`config.mk`:
```
export PLATFORM = sky130hd
export DESIGN_NAME = wb_arbiter
export DESIGN_NICKNAME = d
export VERILOG_FILES = /design/src/rtl/wb_arbiter.sv
export SDC_FILE = /design/constraint.sdc
export NUM_CORES = 1
export LEC_CHECK = 0
export ABC_CLOCK_PERIOD_IN_PS = 6200
export CELL_PAD_IN_SITES_DETAIL_PLACEMENT = 1
export CELL_PAD_IN_SITES_GLOBAL_PLACEMENT = 1
export CORE_MARGIN = 4
export CORE_UTILIZATION = 47
export DETAILED_ROUTE_END_ITERATION = 16
export PLACE_DENSITY_LB_ADDON = 0.1
export SLEW_MARGIN = 10
export SYNTH_ARGS = -nofsm -noshare
export SYNTH_HDL_FRONTEND = slang
export SYNTH_SLANG_ARGS = --single-unit
```
`constraint.sdc`:
```
create_clock -name clk -period 6.2 [get_ports clk]
set_clock_uncertainty 0.1 [all_clocks]
set_input_delay 0.93 -clock clk [delete_from_list [all_inputs] [get_ports clk]]
set_output_delay 0.93 -clock clk [all_outputs]
set_load 0.01 [all_outputs]
```
`src/rtl/wb_arbiter.sv`:
```
// Write-back arbiter: merges the single-cycle ALU path and a FIFO of load
// results onto the register file's one write port. ALU always wins; queued
// loads drain in cycles the ALU leaves idle.
module wb_arbiter #(
  parameter int unsigned DEPTH = 4,
  parameter int unsigned DW    = 16,
  parameter int unsigned AW    = 4,
  localparam int unsigned PW   = $clog2(DEPTH),
  localparam int unsigned CW   = PW + 1,
  localparam int unsigned NR   = 1 << AW
) (
  input  logic          clk,
  input  logic          rst,
  input  logic          alu_valid,
  input  logic [AW-1:0] alu_dest,
  input  logic [DW-1:0] alu_data,
  input  logic          mem_valid,
  input  logic [AW-1:0] mem_dest,
  input  logic [DW-1:0] mem_data,
  output logic          mem_ready,
  output logic          wr_en,
  output logic [AW-1:0] wr_addr,
  output logic [DW-1:0] wr_data,
  output logic [NR-1:0] pending,
  output logic [CW-1:0] fifo_count,
  output logic          ovf_err,
  output logic          waw_err
);

  logic [AW-1:0] dest_q [DEPTH];
  logic [DW-1:0] data_q [DEPTH];
  logic [PW-1:0] head_q, tail_q;
  logic [CW-1:0] count_q;
  logic          wr_en_q;
  logic [AW-1:0] wr_addr_q;
  logic [DW-1:0] wr_data_q;
  logic          ovf_q, waw_q;
  logic          push, pop;

  // Ready depends on occupancy only; a same-cycle pop does not free a slot early.
  assign mem_ready  = (count_q != CW'(DEPTH));
  assign push       = mem_valid && mem_ready;
  assign pop        = !alu_valid && (count_q != '0);
  assign fifo_count = count_q;
  assign wr_en      = wr_en_q;
  assign wr_addr    = wr_addr_q;
  assign wr_data    = wr_data_q;
  assign ovf_err    = ovf_q;
  assign waw_err    = waw_q;

  // Pending vector: one-hot dest of every occupied slot, ORed together.
  always_comb begin
    logic [PW-1:0] off;
    off     = '0;
    pending = '0;
    for (int unsigned i = 0; i < DEPTH; i++) begin
      off = PW'(i) - head_q;
      if (CW'(off) < count_q) begin
        pending[dest_q[i]] = 1'b1;
      end
    end
  end

  // Load storage; contents need no reset since occupancy is tracked by count.
  always_ff @(posedge clk) begin
    if (push) begin
      dest_q[tail_q] <= mem_dest;
      data_q[tail_q] <= mem_data;
    end
  end

  // Pointers, count, registered write port and sticky error flags.
  always_ff @(posedge clk) begin
    if (rst) begin
      head_q    <= '0;
      tail_q    <= '0;
      count_q   <= '0;
      wr_en_q   <= 1'b0;
      wr_addr_q <= '0;
      wr_data_q <= '0;
      ovf_q     <= 1'b0;
      waw_q     <= 1'b0;
    end else begin
      wr_en_q <= alu_valid || pop;
      if (alu_valid) begin
        wr_addr_q <= alu_dest;
        wr_data_q <= alu_data;
      end else if (pop) begin
        wr_addr_q <= dest_q[head_q];
        wr_data_q <= data_q[head_q];
      end
      head_q <= head_q + PW'(pop);
      tail_q <= tail_q + PW'(push);
      case ({push, pop})
        2'b10:   count_q <= count_q + 1'b1;
        2'b01:   count_q <= count_q - 1'b1;
        default: count_q <= count_q;
      endcase
      if (mem_valid && !mem_ready) ovf_q <= 1'b1;
      if (alu_valid && pending[alu_dest]) waw_q <= 1'b1;
    end
  end

endmodule

```
# Word-level counts from Yosys, hierarchy flattened
# Memories as Yosys holds them, arrays and structs flattened. A register that Yosys moved wholly into a read port is not among the register bits.
# Cells that the tools add are included.
[word_totals] word_cells=74 mem_bits_rw=80 inputBits=44 output_inout_bits=43 latch_bits=0 romBits=0 register_bits=30 memories=2
[memory_table] name="data_q" depth=4 word_bits=16 rd=1 rd_ports_with_merged_regs=1 wr=1 line_no="31" rtl="logic [DW-1:0] data_q [DEPTH];"
[memory_table] name="dest_q" depth=4 word_bits=4 rd=5 rd_ports_with_merged_regs=1 wr=1 line_no="30" rtl="logic [AW-1:0] dest_q [DEPTH];"
[classes] mul=0 reduce_logical=14 add_sub_neg=8 order_cmp=13 n_div=0 shift=0 mux=23 bitwise=3 eq_ne=3
[ops] op="2-to-1 mux 16 bit" count=6
[ops] op="bitwise OR 16 bit" count=3
[ops] op="< comparator 4 x 5 -> 1 bit, second input constant" count=5
[ops] op="demux 1 bit (select 4 bit)" count=4
[ops] op="greater-or-equal comparator 4 x 1 -> 1 bit, second input constant" count=4
[ops] op="< comparator 2 x 3 -> 1 bit" count=4
[ops] op="logical AND 1 bit" count=8
[ops] op="2-to-1 mux 4 bit" count=2
[ops] op="2-to-1 mux 1 bit" count=7
[ops] op="one-hot mux 3 bit (2 select lines)" count=1
[ops] op="adder 2 x 1 -> 2 bit" count=2
[ops] op="binary-select mux 1 bit (select 4 bit)" count=1
[ops] op="2-to-1 mux 2 bit" count=2
[ops] op="nonzero test 2 bit" count=2
[ops] op="subtractor 1 x 2 -> 2 bit, first input constant" count=2
[ops] op="subtractor 2 bit, first input constant" count=2
[ops] op="adder 3 x 1 -> 3 bit, second input constant" count=1
[ops] op="inequality test 3 bit, second input constant" count=1
[ops] op="nonzero test 3 bit" count=1
[ops] op="subtractor 3 x 1 -> 3 bit, second input constant" count=1
[ops] op="== test 2 x 1 -> 1 bit, second input constant" count=1
[ops] op="== test 2 bit, second input constant" count=1
[ops] op="zero test 1 bit" count=2
[ops] op="logical OR 1 bit" count=1

# Depth between registers and ports, before layout
[depth] depth_word=14 ltp_mapped=12 ltp_nobuf=10

# Worst setup path before layout
# No wires, ideal clock.
[synth_path] path_kind="register -> output" from="register head_q[1]" to="output pending[13]" t_arrival_ps=2477 path_slack_ps=2693 path_buffers=1 stages_incl_launch_ff=9 required_ps=5170 cell_sequence="dfxtp_1 > buf_1 > xor2_1 > inv_1 > ha_1 > nor2b_2 > a211oi_2 > and4_1 > or4_4"
[synth_between] elab_chain_cells=9 word_cells_on_any_way=15 classes_between="4 x add/sub; 4 x order compare; 4 x mux; 3 x bitwise"
[synth_lines] element="start: declaration" line_no="32" rtl="logic [PW-1:0] head_q, tail_q;"
[synth_lines] element="start signal: assignment" line_no="92" rtl="head_q <= head_q + PW'(pop);"
[synth_lines] element="subtractor 1 x 2 -> 2 bit" line_no="57" rtl="off = PW'(i) - head_q;"
[synth_lines] element="< comparator 2 x 3 -> 1 bit" line_no="58" rtl="if (CW'(off) < count_q) begin"
[synth_lines] element="2-to-1 mux 16 bit" line_no="58"
[synth_lines] element="bitwise OR 16 bit (no source line)"
[synth_lines] element="2-to-1 mux 16 bit" line_no="58"
[synth_lines] element="bitwise OR 16 bit (no source line)"
[synth_lines] element="2-to-1 mux 16 bit" line_no="58"
[synth_lines] element="bitwise OR 16 bit (no source line)"
[synth_lines] element="2-to-1 mux 16 bit (*)" line_no="58"
[synth_lines] element="end: declaration" line_no="24" rtl="output logic [NR-1:0] pending,"
# Every way passes the cells marked *; elsewhere a longest branch is shown, timed or not.

# Worst setup path in the final report
[layout_path] from="register head_q[0]" to="output pending[13]"
# The elaborated chain is that of the path after synthesis.

==> reports/metrics.csv <==
stage;metric;value;unit
status;status;complete, no violations;
clock_network;CTS tree;built;
timing;final worst slack;1520;ps
placed_design;IO Port Bufs;86;
critical_path;Worst Setup Path Type;reg -> out;
yosys;cell count after synthesis;424;
timing;unrepaired setup endpoints after global routing;no;
global_routing;vias in the first global route;4040;
drt;met3 wire len;744;um
drt;Final ANT Viol Nets;0;
drt;DR WL/cell;23.4;um
timing;final period utilization;75.6;%
yosys;Ys Warns;0;
pwr;Gate power share;38.6;%
clock_network;Clk pin slew, worst setup/hold paths;70;ps
timing;Setup TNS Final;0;ps
drt;Top Metal Used;met4;
final_layout;area growth from synthesis to layout;24.1;%
clock_network;worst skew pair latency;350;ps
timing;slew of the pin with the lowest slew margin;1080;ps
critical_path;launch point of the worst path;head_q[0]$_SDFF_PP0_;
yosys;library cells used by synthesis;73;
clock_network;Num CTS Buffers;9;
floorplan;CORE AREA;11000;um2
pwr;Pwr per Cell Area;382;nW/um2
timing;Hold Violations, Final;0;
global_routing;first-pass GRT wire length;23300;um
drt;Via density;5.93;
final_layout;Diodes inserted;0;
yosys;Mean Syn Cell Area;12.7;um2
worst_hold_path;hold path startpoint;ovf_err$_SDFFE_PP0P_;
pwr;register share of total power;39.5;%
global_routing;global route overflow;0;
drt;1st-pass router iterations;4;
yosys;synthesized area;5370;um2
drt;vias;3863;
floorplan;Die H;115;um
drt;metal2 WL;7660;um
drt;M1 WL;6530;um
placed_design;worst slack at placement;1850;ps
floorplan;row cnt;38;
clock_network;H-tree levels;3;
pwr;clock network fraction of total power;21.9;%
floorplan;Starting Density;48.7;%
yosys;syn nets;476;
timing;Tmin final;4680;ps
yosys;Post-synth EDFFs;80;
final_layout;# fillers;1079;
pwr;Sw Share;35.0;%
placed_design;post-DP HPWL;11000;um
placed_design;global placer's final weighted congestion;0.888;
critical_path;CP Capture Type;primary output;
pwr;switching power;0.000889;W
placed_design;placed insts;635;
timing;FMAX;213;MHz
global_routing;antenna violations before repair;0;
floorplan;Die X-Extent;115;um
drt;drc violations;0;
final_layout;Final Util;60.4;%
final_layout;post-route insts no fill;651;
global_routing;largest net degree at the start of global routing;41;
clock_network;clock root buffer;clkbuf_16;
yosys;sequential share of the synthesized area;55.9;%
floorplan;num ports;87;
critical_path;Critical Path RT;5170;ps
critical_path;Worst Setup Start Kind;flip-flop;
clock_network;clk sinks;110;
timing;worst rel slew slack;28.0;%
pwr;Int Pwr;0.00165;W
yosys;ys flop type;edfxtp_1;
drt;total wire length;15200;um
clock_network;post_cts resized;0;
final_layout;fraction of layout cells with a size suffix above 1;14.3;%
drt;initial drt markers;259;
clock_network;setup repair bufs after CTS;0;
critical_path;CP Max Fanout;27;
clock_network;hold_buf cts;0;
run;max-cap violation count;0;
pwr;Max VDD drop;276;uV
worst_hold_path;worst hold path type;reg -> reg;
critical_path;reg2reg start;head_q[0]$_SDFF_PP0_;
timing;final setup fails;0;
global_routing;GR Util All Layers;23.6;%
yosys;flops & latches, synth;110;
yosys;async set-reset flop share out of synthesis;0;%
clock_network;Bufs on Longest Clock Path;2;
timing;Final Slew Violations;0;
floorplan;Die ar.;13200;um2
pwr;Pleak;2.35;nW
final_layout;nets;558;
critical_path;worst path arrival time;3650;ps
[stage by stage]
| step | total power [W] | hold WS [ps] | cell area (um2) |
|---|---|---|---|
| global route | 0.00269 | 444 | 6660 |
| global placement | 0.00196 | 347 | 6370 |
| detailed placement | 0.00200 | 361 | 6370 |
| floorplan | 0.00165 | 405 | 5370 |
| CTS | 0.00257 | 380 | 6660 |
| finish | 0.00254 | 384 | 6660 |
[Yosys cell counts (3+ instances only)]
master | n | area share (%)
edfxtp_1 | 80 | 45
nor2_1 | 57 | 4.0
dfxtp_1 | 30 | 11
a21oi_1 | 25 | 2.3
mux4_2 | 20 | 8.4
nand2_1 | 20 | 1.4
mux2i_1 | 19 | 3.5
nand2b_1 | 12 | 1.4
clkbuf_1 | 10 | 0.70
inv_1 | 10 | 0.70
nand3_1 | 10 | 0.93
nor2b_1 | 10 | 1.2
nor3_1 | 10 | 0.93
buf_2 | 7 | 0.65
ha_1 | 7 | 1.6
o22ai_1 | 6 | 0.70
a211o_1 | 5 | 0.82
or2_2 | 5 | 0.58
a31oi_1 | 3 | 0.35
and3_1 | 3 | 0.35
nand4_1 | 3 | 0.35
nor3b_1 | 3 | 0.42
nor4_1 | 3 | 0.35
xor2_1 | 3 | 0.49
[cell type report]
type | count | area [um2] | share of cell area (%)
sequential | 110 | 3000 | 45.1
multi-input combinational | 282 | 2240 | 33.7
timing repair buffer | 93 | 913 | 13.7
clock buffer | 10 | 229 | 3.44
tap | 140 | 175 | 2.63
clock inverter | 6 | 60.1 | 0.901
inverter | 10 | 37.5 | 0.563
[cells by family (layout without fill, tap and decap cells)]
| logic type | after synthesis | count (layout) | synth area share (%) |
|---|---|---|---|
| buffers and inverters | 32 | 119 | 2.63 |
| muxes | 41 | 41 | 12.4 |
| DFF | 110 | 110 | 55.9 |
| and+or+nand+nor | 154 | 154 | 15.1 |
| AOI/OAI and AO/OA | 74 | 74 | 11.2 |
| adders and majority gates | 8 | 8 | 2.00 |
| xor gates and xnor gates | 5 | 5 | 0.816 |
[power by group through the flow]
stage	logic, W	registers [W]	clock network (W)
floorplan	0.000695	0.000959	0
global placement	0.000946	0.00102	0
detailed placement	0.000980	0.00102	0
CTS	0.000989	0.00101	0.000572
global route	0.00106	0.00102	0.000605
finish	0.000981	0.00101	0.000558
[final timing paths]
kind	endpoint	cells after the start	slack (ps)
hold reg to reg	ovf_err$_SDFFE_PP0P_	2	380
setup / recovery	pending[13]	8	1520
setup reg to reg	waw_err$_SDFFE_PP0P_	10	2770
hold / removal	ovf_err$_SDFFE_PP0P_	2	380
[cells in the final DEF, fill, tap and decap left out, types with 6 or more instances in the layout]
master           count
edfxtp_1            80
nand2b_1            12
dfxtp_1             29
buf_4                7
clkdlybuf4s50_1     86
nand2_1             20
mux2i_1             19
ha_1                 7
mux4_2              20
a21oi_1             25
inv_1               10
clkbuf_16            9
nor2_1              57
nand3_1             10
o22ai_1              6
nor2b_1             10
nor3_1               8
[sequential cells by signal, summed over array words and instances (netlist names)]
signal,cells
data_q,64
dest_q,16
wr_data,16
wr_addr,4
fifo_count,3
head_q,2
tail_q,2
ovf_err,1
waw_err,1
wr_en,1
[worst max-delay path: stages, from the launching register on]
cell and delay [ps]:
dfxtp_2 910, xor2_1 250, inv_1 70, ha_1 270
nor2b_2 370, a211oi_2 200, and4_1 240, or4_4 510
clkdlybuf4s50_1 500
[layer usage]
metal / vias to the layer above / track usage (%)
met4: 0 / 6.73
li1: 1782 / -
met3: 20 / 4.74
met1: 1932 / 30.5
met2: 129 / 40.5
met5: - / 0
(Power assumes the default switching activity.)
